===== config.mk =====
export PLATFORM = sky130hd
export DESIGN_NAME = mpu_sample_scheduler
export DESIGN_NICKNAME = d
export VERILOG_FILES = /design/src/rtl/mpu_sample_scheduler.sv
export SDC_FILE = /design/constraint.sdc
export NUM_CORES = 1
export LEC_CHECK = 0
export ABC_AREA = 1
export CELL_PAD_IN_SITES_DETAIL_PLACEMENT = 1
export CELL_PAD_IN_SITES_GLOBAL_PLACEMENT = 1
export CORE_ASPECT_RATIO = 2
export CORE_MARGIN = 2
export CORE_UTILIZATION = 35
export CTS_BUF_LIST = sky130_fd_sc_hd__clkbuf_8
export CTS_CLUSTER_SIZE = 30
export DETAILED_ROUTE_END_ITERATION = 7
export PLACE_DENSITY_LB_ADDON = 0.15
export SLEW_MARGIN = 40
export SYNTH_ARGS = -nofsm -noshare
export SYNTH_HDL_FRONTEND = slang
export SYNTH_SLANG_ARGS = --single-unit

===== constraint.sdc =====
create_clock -name clk -period 4.9 [get_ports clk]
set_input_delay 0.98 -clock clk [delete_from_list [all_inputs] [get_ports clk]]
set_output_delay 0.98 -clock clk [all_outputs]
set_load 0.1 [all_outputs]

===== src/rtl/mpu_sample_scheduler.sv =====
// Purpose: sequences the IMU driver (one-shot init, then a 12-byte burst per sample tick) and publishes six signed words.
// Latency: mpu_transfer is visible two cycles after an accepted tick; words/sample_valid are visible the cycle after the 12th byte strobe.
// Backpressure: busy_now holds the request in REQ, bounded by TIMEOUT_CYC; ticks arriving while not idle are dropped and counted.
module mpu_sample_scheduler #(
  parameter int CLK_MAIN    = 50000000,
  parameter int SAMPLE_HZ   = 1000,
  parameter int N_BYTES     = 12,
  parameter int TIMEOUT_CYC = 50000
) (
  input  logic               clk,
  input  logic               rst_n,
  input  logic               enable,
  output logic               mpu_init,
  input  logic               init_done,
  output logic               mpu_transfer,
  input  logic               busy_now,
  input  logic               data_avalid,
  input  logic [7:0]         data,
  output logic signed [15:0] ax,
  output logic signed [15:0] ay,
  output logic signed [15:0] az,
  output logic signed [15:0] gx,
  output logic signed [15:0] gy,
  output logic signed [15:0] gz,
  output logic               sample_valid,
  output logic               fault,
  output logic [7:0]         overrun_cnt,
  output logic               sample_tick
);

  localparam int PERIOD = CLK_MAIN / SAMPLE_HZ;
  localparam int PW     = (PERIOD > 1) ? $clog2(PERIOD) : 1;
  localparam int TW     = (TIMEOUT_CYC > 1) ? $clog2(TIMEOUT_CYC) : 1;
  localparam logic [PW-1:0] TICK_LAST = PW'(PERIOD - 1);
  localparam logic [TW-1:0] TO_LAST   = TW'(TIMEOUT_CYC - 1);
  localparam logic [3:0]    IDX_LAST  = 4'(N_BYTES - 1);

  typedef enum logic [2:0] {
    ST_INIT,
    ST_WAIT_INIT,
    ST_IDLE,
    ST_REQ,
    ST_CAPTURE,
    ST_PUBLISH,
    ST_FAULT
  } state_t;

  state_t               state_q, state_d;
  logic [PW-1:0]        tick_cnt_q, tick_cnt_d;
  logic [TW-1:0]        to_cnt_q, to_cnt_d;
  logic [3:0]           idx_q, idx_d;
  logic [7:0]           byte_buf_q [N_BYTES];
  logic [7:0]           byte_buf_d [N_BYTES];
  logic                 mpu_init_q, mpu_init_d;
  logic                 mpu_transfer_q, mpu_transfer_d;
  logic                 sample_valid_q, sample_valid_d;
  logic                 fault_q, fault_d;
  logic [7:0]           overrun_q, overrun_d;
  logic signed [15:0]   ax_q, ay_q, az_q, gx_q, gy_q, gz_q;
  logic signed [15:0]   ax_d, ay_d, az_d, gx_d, gy_d, gz_d;
  logic                 to_hit;

  // The tick is decoded straight from the free-running counter so the FSM and the export see the same cycle.
  assign sample_tick  = (tick_cnt_q == TICK_LAST);
  assign to_hit       = (to_cnt_q == TO_LAST);

  assign mpu_init     = mpu_init_q;
  assign mpu_transfer = mpu_transfer_q;
  assign sample_valid = sample_valid_q;
  assign fault        = fault_q;
  assign overrun_cnt  = overrun_q;
  assign ax = ax_q;
  assign ay = ay_q;
  assign az = az_q;
  assign gx = gx_q;
  assign gy = gy_q;
  assign gz = gz_q;

  // Next-state logic: tick counter, overrun accounting, sequencing FSM and byte capture.
  always_comb begin
    state_d        = state_q;
    tick_cnt_d     = sample_tick ? '0 : tick_cnt_q + 1'b1;
    to_cnt_d       = '0;  // any state change restarts the stall timer
    idx_d          = idx_q;
    byte_buf_d     = byte_buf_q;
    mpu_init_d     = 1'b0;
    mpu_transfer_d = 1'b0;
    sample_valid_d = 1'b0;
    fault_d        = fault_q;
    overrun_d      = overrun_q;
    ax_d = ax_q;
    ay_d = ay_q;
    az_d = az_q;
    gx_d = gx_q;
    gy_d = gy_q;
    gz_d = gz_q;

    // A tick that IDLE cannot accept is lost; count it unless the run is disabled.
    if (sample_tick && enable && (state_q != ST_IDLE) && (overrun_q != 8'hFF))
      overrun_d = overrun_q + 8'd1;

    case (state_q)
      ST_INIT: begin
        mpu_init_d = 1'b1;
        state_d    = ST_WAIT_INIT;
      end
      ST_WAIT_INIT: begin
        if (init_done) begin
          state_d = ST_IDLE;
        end else if (to_hit) begin
          state_d = ST_FAULT;
          fault_d = 1'b1;
        end else begin
          to_cnt_d = to_cnt_q + 1'b1;
        end
      end
      ST_IDLE: begin
        if (sample_tick && enable)
          state_d = ST_REQ;
      end
      ST_REQ: begin
        if (!busy_now) begin
          mpu_transfer_d = 1'b1;
          idx_d          = '0;
          state_d        = ST_CAPTURE;
        end else if (to_hit) begin
          state_d = ST_FAULT;
          fault_d = 1'b1;
        end else begin
          to_cnt_d = to_cnt_q + 1'b1;
        end
      end
      ST_CAPTURE: begin
        if (data_avalid) begin
          byte_buf_d[idx_q] = data;
          if (idx_q != IDX_LAST)
            idx_d = idx_q + 4'd1;
        end
        if (data_avalid && (idx_q == IDX_LAST)) begin
          // Words are built from the buffer including the byte arriving now, so sample_valid lines up with PUBLISH.
          ax_d = {byte_buf_d[0],  byte_buf_d[1]};
          ay_d = {byte_buf_d[2],  byte_buf_d[3]};
          az_d = {byte_buf_d[4],  byte_buf_d[5]};
          gx_d = {byte_buf_d[6],  byte_buf_d[7]};
          gy_d = {byte_buf_d[8],  byte_buf_d[9]};
          gz_d = {byte_buf_d[10], byte_buf_d[11]};
          sample_valid_d = 1'b1;
          fault_d        = 1'b0;
          state_d        = ST_PUBLISH;
        end else if (to_hit) begin
          state_d = ST_FAULT;
          fault_d = 1'b1;
        end else begin
          to_cnt_d = to_cnt_q + 1'b1;
        end
      end
      ST_PUBLISH: state_d = ST_IDLE;
      ST_FAULT:   state_d = ST_INIT;
      default:    state_d = ST_INIT;
    endcase
  end

  // State and registered outputs; synchronous active-low reset clears everything and restarts init.
  always_ff @(posedge clk) begin
    if (!rst_n) begin
      state_q        <= ST_INIT;
      tick_cnt_q     <= '0;
      to_cnt_q       <= '0;
      idx_q          <= '0;
      for (int i = 0; i < N_BYTES; i++) byte_buf_q[i] <= '0;
      mpu_init_q     <= 1'b0;
      mpu_transfer_q <= 1'b0;
      sample_valid_q <= 1'b0;
      fault_q        <= 1'b0;
      overrun_q      <= '0;
      ax_q <= '0;
      ay_q <= '0;
      az_q <= '0;
      gx_q <= '0;
      gy_q <= '0;
      gz_q <= '0;
    end else begin
      state_q        <= state_d;
      tick_cnt_q     <= tick_cnt_d;
      to_cnt_q       <= to_cnt_d;
      idx_q          <= idx_d;
      byte_buf_q     <= byte_buf_d;
      mpu_init_q     <= mpu_init_d;
      mpu_transfer_q <= mpu_transfer_d;
      sample_valid_q <= sample_valid_d;
      fault_q        <= fault_d;
      overrun_q      <= overrun_d;
      ax_q <= ax_d;
      ay_q <= ay_d;
      az_q <= az_d;
      gx_q <= gx_d;
      gy_q <= gy_d;
      gz_q <= gz_d;
    end
  end

endmodule


# ---- Yosys cells after proc, flatten, opt, wreduce, memory -nomap -nowiden
# Cells that the tools add are included.
dict set report classes {
  add_sub_neg 4
  order_cmp 2
  n_eq_ne 17
  muxes 27
  bitwise 2
  n_reduce_logical 14
}
# cell n
set ops {}
lappend ops {{96-bit bitwise mux} 1}
lappend ops {{96-bit two-way mux} 1}
lappend ops {{16-bit two-way mux} 4}
lappend ops {{16-bit case mux with 3 select lines} 1}
lappend ops {{16-bit by 1-bit adder with 16-bit output, second input constant} 2}
lappend ops {{8-bit demux with 4-bit select} 1}
lappend ops {{16-bit equality test, second input constant} 2}
lappend ops {{3-bit case mux with 6 select lines} 1}
lappend ops {{3-bit two-way mux} 5}
lappend ops {{4-bit two-way mux} 3}
lappend ops {{2-bit inequality test, second input constant} 6}
lappend ops {{8-bit by 1-bit adder with 8-bit output, second input constant} 1}
lappend ops {{8-bit two-way mux} 1}
lappend ops {{8-bit inequality test, second input constant} 1}
lappend ops {{4-bit case mux with 2 select lines} 1}
lappend ops {{1-bit two-way mux} 7}
lappend ops {{3-bit by 2-bit equality test with 1-bit output, second input constant} 2}
lappend ops {{3-bit equality test, second input constant} 2}
lappend ops {{2-bit AND reduction} 3}
lappend ops {{5-bit greater-or-equal comparator, second input constant} 1}
lappend ops {{1-bit logical AND} 5}
lappend ops {{5-bit by 1-bit < comparator with 1-bit output, second input constant} 1}
lappend ops {{4-bit NOT with 5-bit output} 1}
lappend ops {{4-bit by 1-bit adder with 4-bit output, second input constant} 1}
lappend ops {{12 further kinds} 12}
dict set report word_totals {
  register_bits 243
  in_bits 14
  out_inout_bits 109
  word_cells 93
}

# ---- Depth between registers and ports, before layout
dict set report depth {
  ltp_word 7
  depth_mapped 12
  depth_no_buf 11
}

# ---- Worst setup path before layout
# No wires, ideal clock.
dict set report synth_timing {
  kind {register -> output}
  from {reg tick_cnt_q[0]}
  to {out sample_tick}
  arrival_ns 2.251
  required_ns 3.920
  path_slack_ns 1.669
  path_stages_with_launch 7
  n_path_buf 0
  path_cell_list {dfxtp_1 ha_1 nand2_1 inv_1 nand2_1 or2_2 nor2_1}
}
dict set report synth_between {
  elab_chain_cells 1
}
# element line
set synth_rtl {}
lappend synth_rtl {{start, declared} 49} ;# logic [PW-1:0] tick_cnt_q, tick_cnt_d;
lappend synth_rtl {{start signal, assigned} 184} ;# tick_cnt_q <= tick_cnt_d;
lappend synth_rtl {{16-bit equality test} 64} ;# assign sample_tick = (tick_cnt_q == TICK_LAST);
lappend synth_rtl {{end, declared} 28} ;# output logic sample_tick
# No other way between the ends.

# ---- Worst setup path in the final report
# Same ends and word-level chain as after synthesis.

==> impl_metrics.env <==
export IMPL_status="finished, final reports clean"
export IMPL_hold_class="reg2reg"
export IMPL_synthCells=1390
export IMPL_die_area_mm2=0.0304
export IMPL_firstDrtPassIters=4
export IMPL_crit_start="tick_cnt_q[0]"
export IMPL_yosysMostFrequentCell="nand2_1"
export IMPL_synth_seq_area_share=0.464
export IMPL_hold_depth=1
export IMPL_synth_edf_count=0
export IMPL_place_congestion=0.777
export IMPL_setup_viol=0
export IMPL_synth_seq_cells=235
export IMPL_wl_um=29900
export IMPL_p_leak_nw=5.45
export IMPL_cts_tree="yes"
export IMPL_core_mm2=0.0287
export IMPL_cp_max_fo=3
export IMPL_overflow=0
export IMPL_setup_ws_ns=1.77
export IMPL_fin_setup_tns_ns=0
export IMPL_post_cts_buffers=0
export IMPL_rsz0062_at_grt="no"
export IMPL_fp_dieH_um=245
export IMPL_regArea_mm2=0.00470
export IMPL_cts_buffer_depth=3
export IMPL_clk_latency_ns=0.54
export IMPL_antenna_found_initial=1
export IMPL_placed_area_mm2=0.0109
export IMPL_fin_cells=1863
export IMPL_period_share=0.639
export IMPL_fmax_mhz=319
export IMPL_hp_start="tick_cnt_q[0]"
export IMPL_power_density_mw_per_mm2=327
export IMPL_max_cap_violations=0
export IMPL_cts_max_level=2
export IMPL_postCtsHoldBufs=0
export IMPL_grt_usage=0.196
export IMPL_synth_area_per_cell_um2=7.30
export IMPL_yosysTopAreaCell="dfxtp_1"
export IMPL_io_pins=123
export IMPL_cts_clk_slew_worst_paths_ns=0.06
export IMPL_root_buffer="clkbuf_8"
export IMPL_final_max_slew_viol_count=0
export IMPL_dp_slack_ns=1.75
export IMPL_fin_skew_ns=0.0122
export IMPL_cts_buffers=38
export IMPL_nets=1495
export IMPL_drc_errors=0
export IMPL_wl_per_cell_um=16.1
export IMPL_vias_per_cell=5.06
export IMPL_fin_crit_ns=3.13
export IMPL_dieWidth_um=124
export IMPL_synthTopCellsByCount="nand2_1, dfxtp_1, inv_1"
export IMPL_syn_area_mm2=0.0101
export IMPL_rr_worst_depth=8
export IMPL_max_slew_margin=0.496
export IMPL_cp_arrival_ns=2.15
export IMPL_fin_util=0.405
export IMPL_grt_pass1_vias=9783
export IMPL_syn_num_nets=1411
export IMPL_peakVddDrop_mv=0.189
export IMPL_cp_end_kind="output port"
export IMPL_cp_required_ns=3.92
export IMPL_cts_resized=0
export IMPL_ant_nets=0
export IMPL_startpoint_type="flip-flop"
export IMPL_async_flop_share=0
export IMPL_tightest_slew_ns=0.754
export IMPL_dpl_cell_count=1794
export IMPL_drive_gt1_frac=0.126
export IMPL_r2r_start="state_q[1]"
export IMPL_io_buffers=122
export IMPL_placementRows=88
export IMPL_ys_types=37
export IMPL_cts_sinks=235
export IMPL_yosys_warnings=0
export IMPL_synth_top_cell_area_share=0.464
export IMPL_fill_cells=3610
export IMPL_synth_area_leaders="dfxtp_1, nand2_1, inv_1"
export IMPL_crit_type="reg2out"
export IMPL_grt_max_degree=85
export IMPL_design_area_mm2=0.0116
export IMPL_vias=9424
export IMPL_start_util=0.353
export IMPL_post_dp_hpwl_um=19900
export IMPL_drtIter0Drc=360
export IMPL_area_growth_pct=14.8
export IMPL_grt_pass1_wl_um=49500
export IMPL_multi_input_area_mm2=0.00430
export IMPL_timing_hold_violations_final=0
export IMPL_ys_flop_type="dfxtp_1"
==> critical path, cell delays in order, from the launching register on <==
cell	delay [ns]
dfxtp_1	0.35
ha_1	0.18
nand2_1	0.07
inv_1	0.09
nand2_1	0.09
or2_2	0.29
nor2_1	0.10
buf_2	0.43
==> cell type report <==
type	instances	share of cell area
diodes	1	0.000215
repair buffers	130	0.0636
flip-flops and latches	235	0.404
multi-input cells	883	0.369
well taps	360	0.0387
clock buffers	48	0.0567
inverters	186	0.0606
clock inverters	20	0.00720
==> where the power goes <==
part           switching (W)  internal [W]
Clock               0.000793      0.000881
Sequential         0.0000153       0.00193
Combinational       0.000140     0.0000484
Total               0.000948       0.00286
==> state kept, by name, summed over array words and instances, names as in the netlist <==
register and flops:
idx_q 4, state_q 3, az 16, ay 16
mpu_init 1, gy 16, tick_cnt_q 16, byte_buf_q 88
mpu_transfer 1, ax 16, fault 1, to_cnt_q 16
overrun_cnt 8, sample_valid 1, gz 16, gx 16
==> cells in the final DEF (no fill, tap or decap), types with 4 or more instances in the layout <==
master           instances
clkinv_2                 4
nand2_1                272
xor2_1                  17
ha_1                     7
nand3_1                111
clkdlybuf4s50_1         12
a21oi_1                 58
o21ai_1                 29
nand4_1                 17
buf_4                    7
buf_2                  109
nor3_1                   9
nor2_1                 144
o21ai_0                132
o211ai_1                61
inv_1                  195
clkbuf_8                48
dfxtp_1                235
==> routing by layer <==
metal  global-route usage  wire [µm]
met4               0.0674        807
met2                0.379      16000
met5                    0          0
met3               0.0351       1000
met1                0.212      12100
==> through the flow <==
stage / hold WS (ns) / total power, W
2_1_floorplan: 0.417 / 0.00212
6_report: 0.447 / 0.00381
3_5_place_dp: 0.435 / 0.00218
3_3_place_gp: 0.432 / 0.00218
5_1_grt: 0.472 / 0.00399
4_1_cts: 0.450 / 0.00388
==> kinds of logic (layout without fill, tap and decap cells) <==
family	Yosys count	in the layout	synth area share
flops	235	235	0.464
compound gates	285	285	0.157
xor+xnor	18	18	0.0155
other cells	0	1	0
simple gates	573	573	0.242
buf+inv	272	384	0.113
fa+ha+maj	7	7	0.00863
==> path summary, 6_finish.rpt <==
check | slack [ns] | to
setup reg to reg | 1.90 | to_cnt_q[9]
hold reg to reg | 0.45 | tick_cnt_q[0]
hold / removal | 0.45 | tick_cnt_q[0]
setup / recovery | 1.77 | sample_tick
Power figures use the tool's default switching activity.
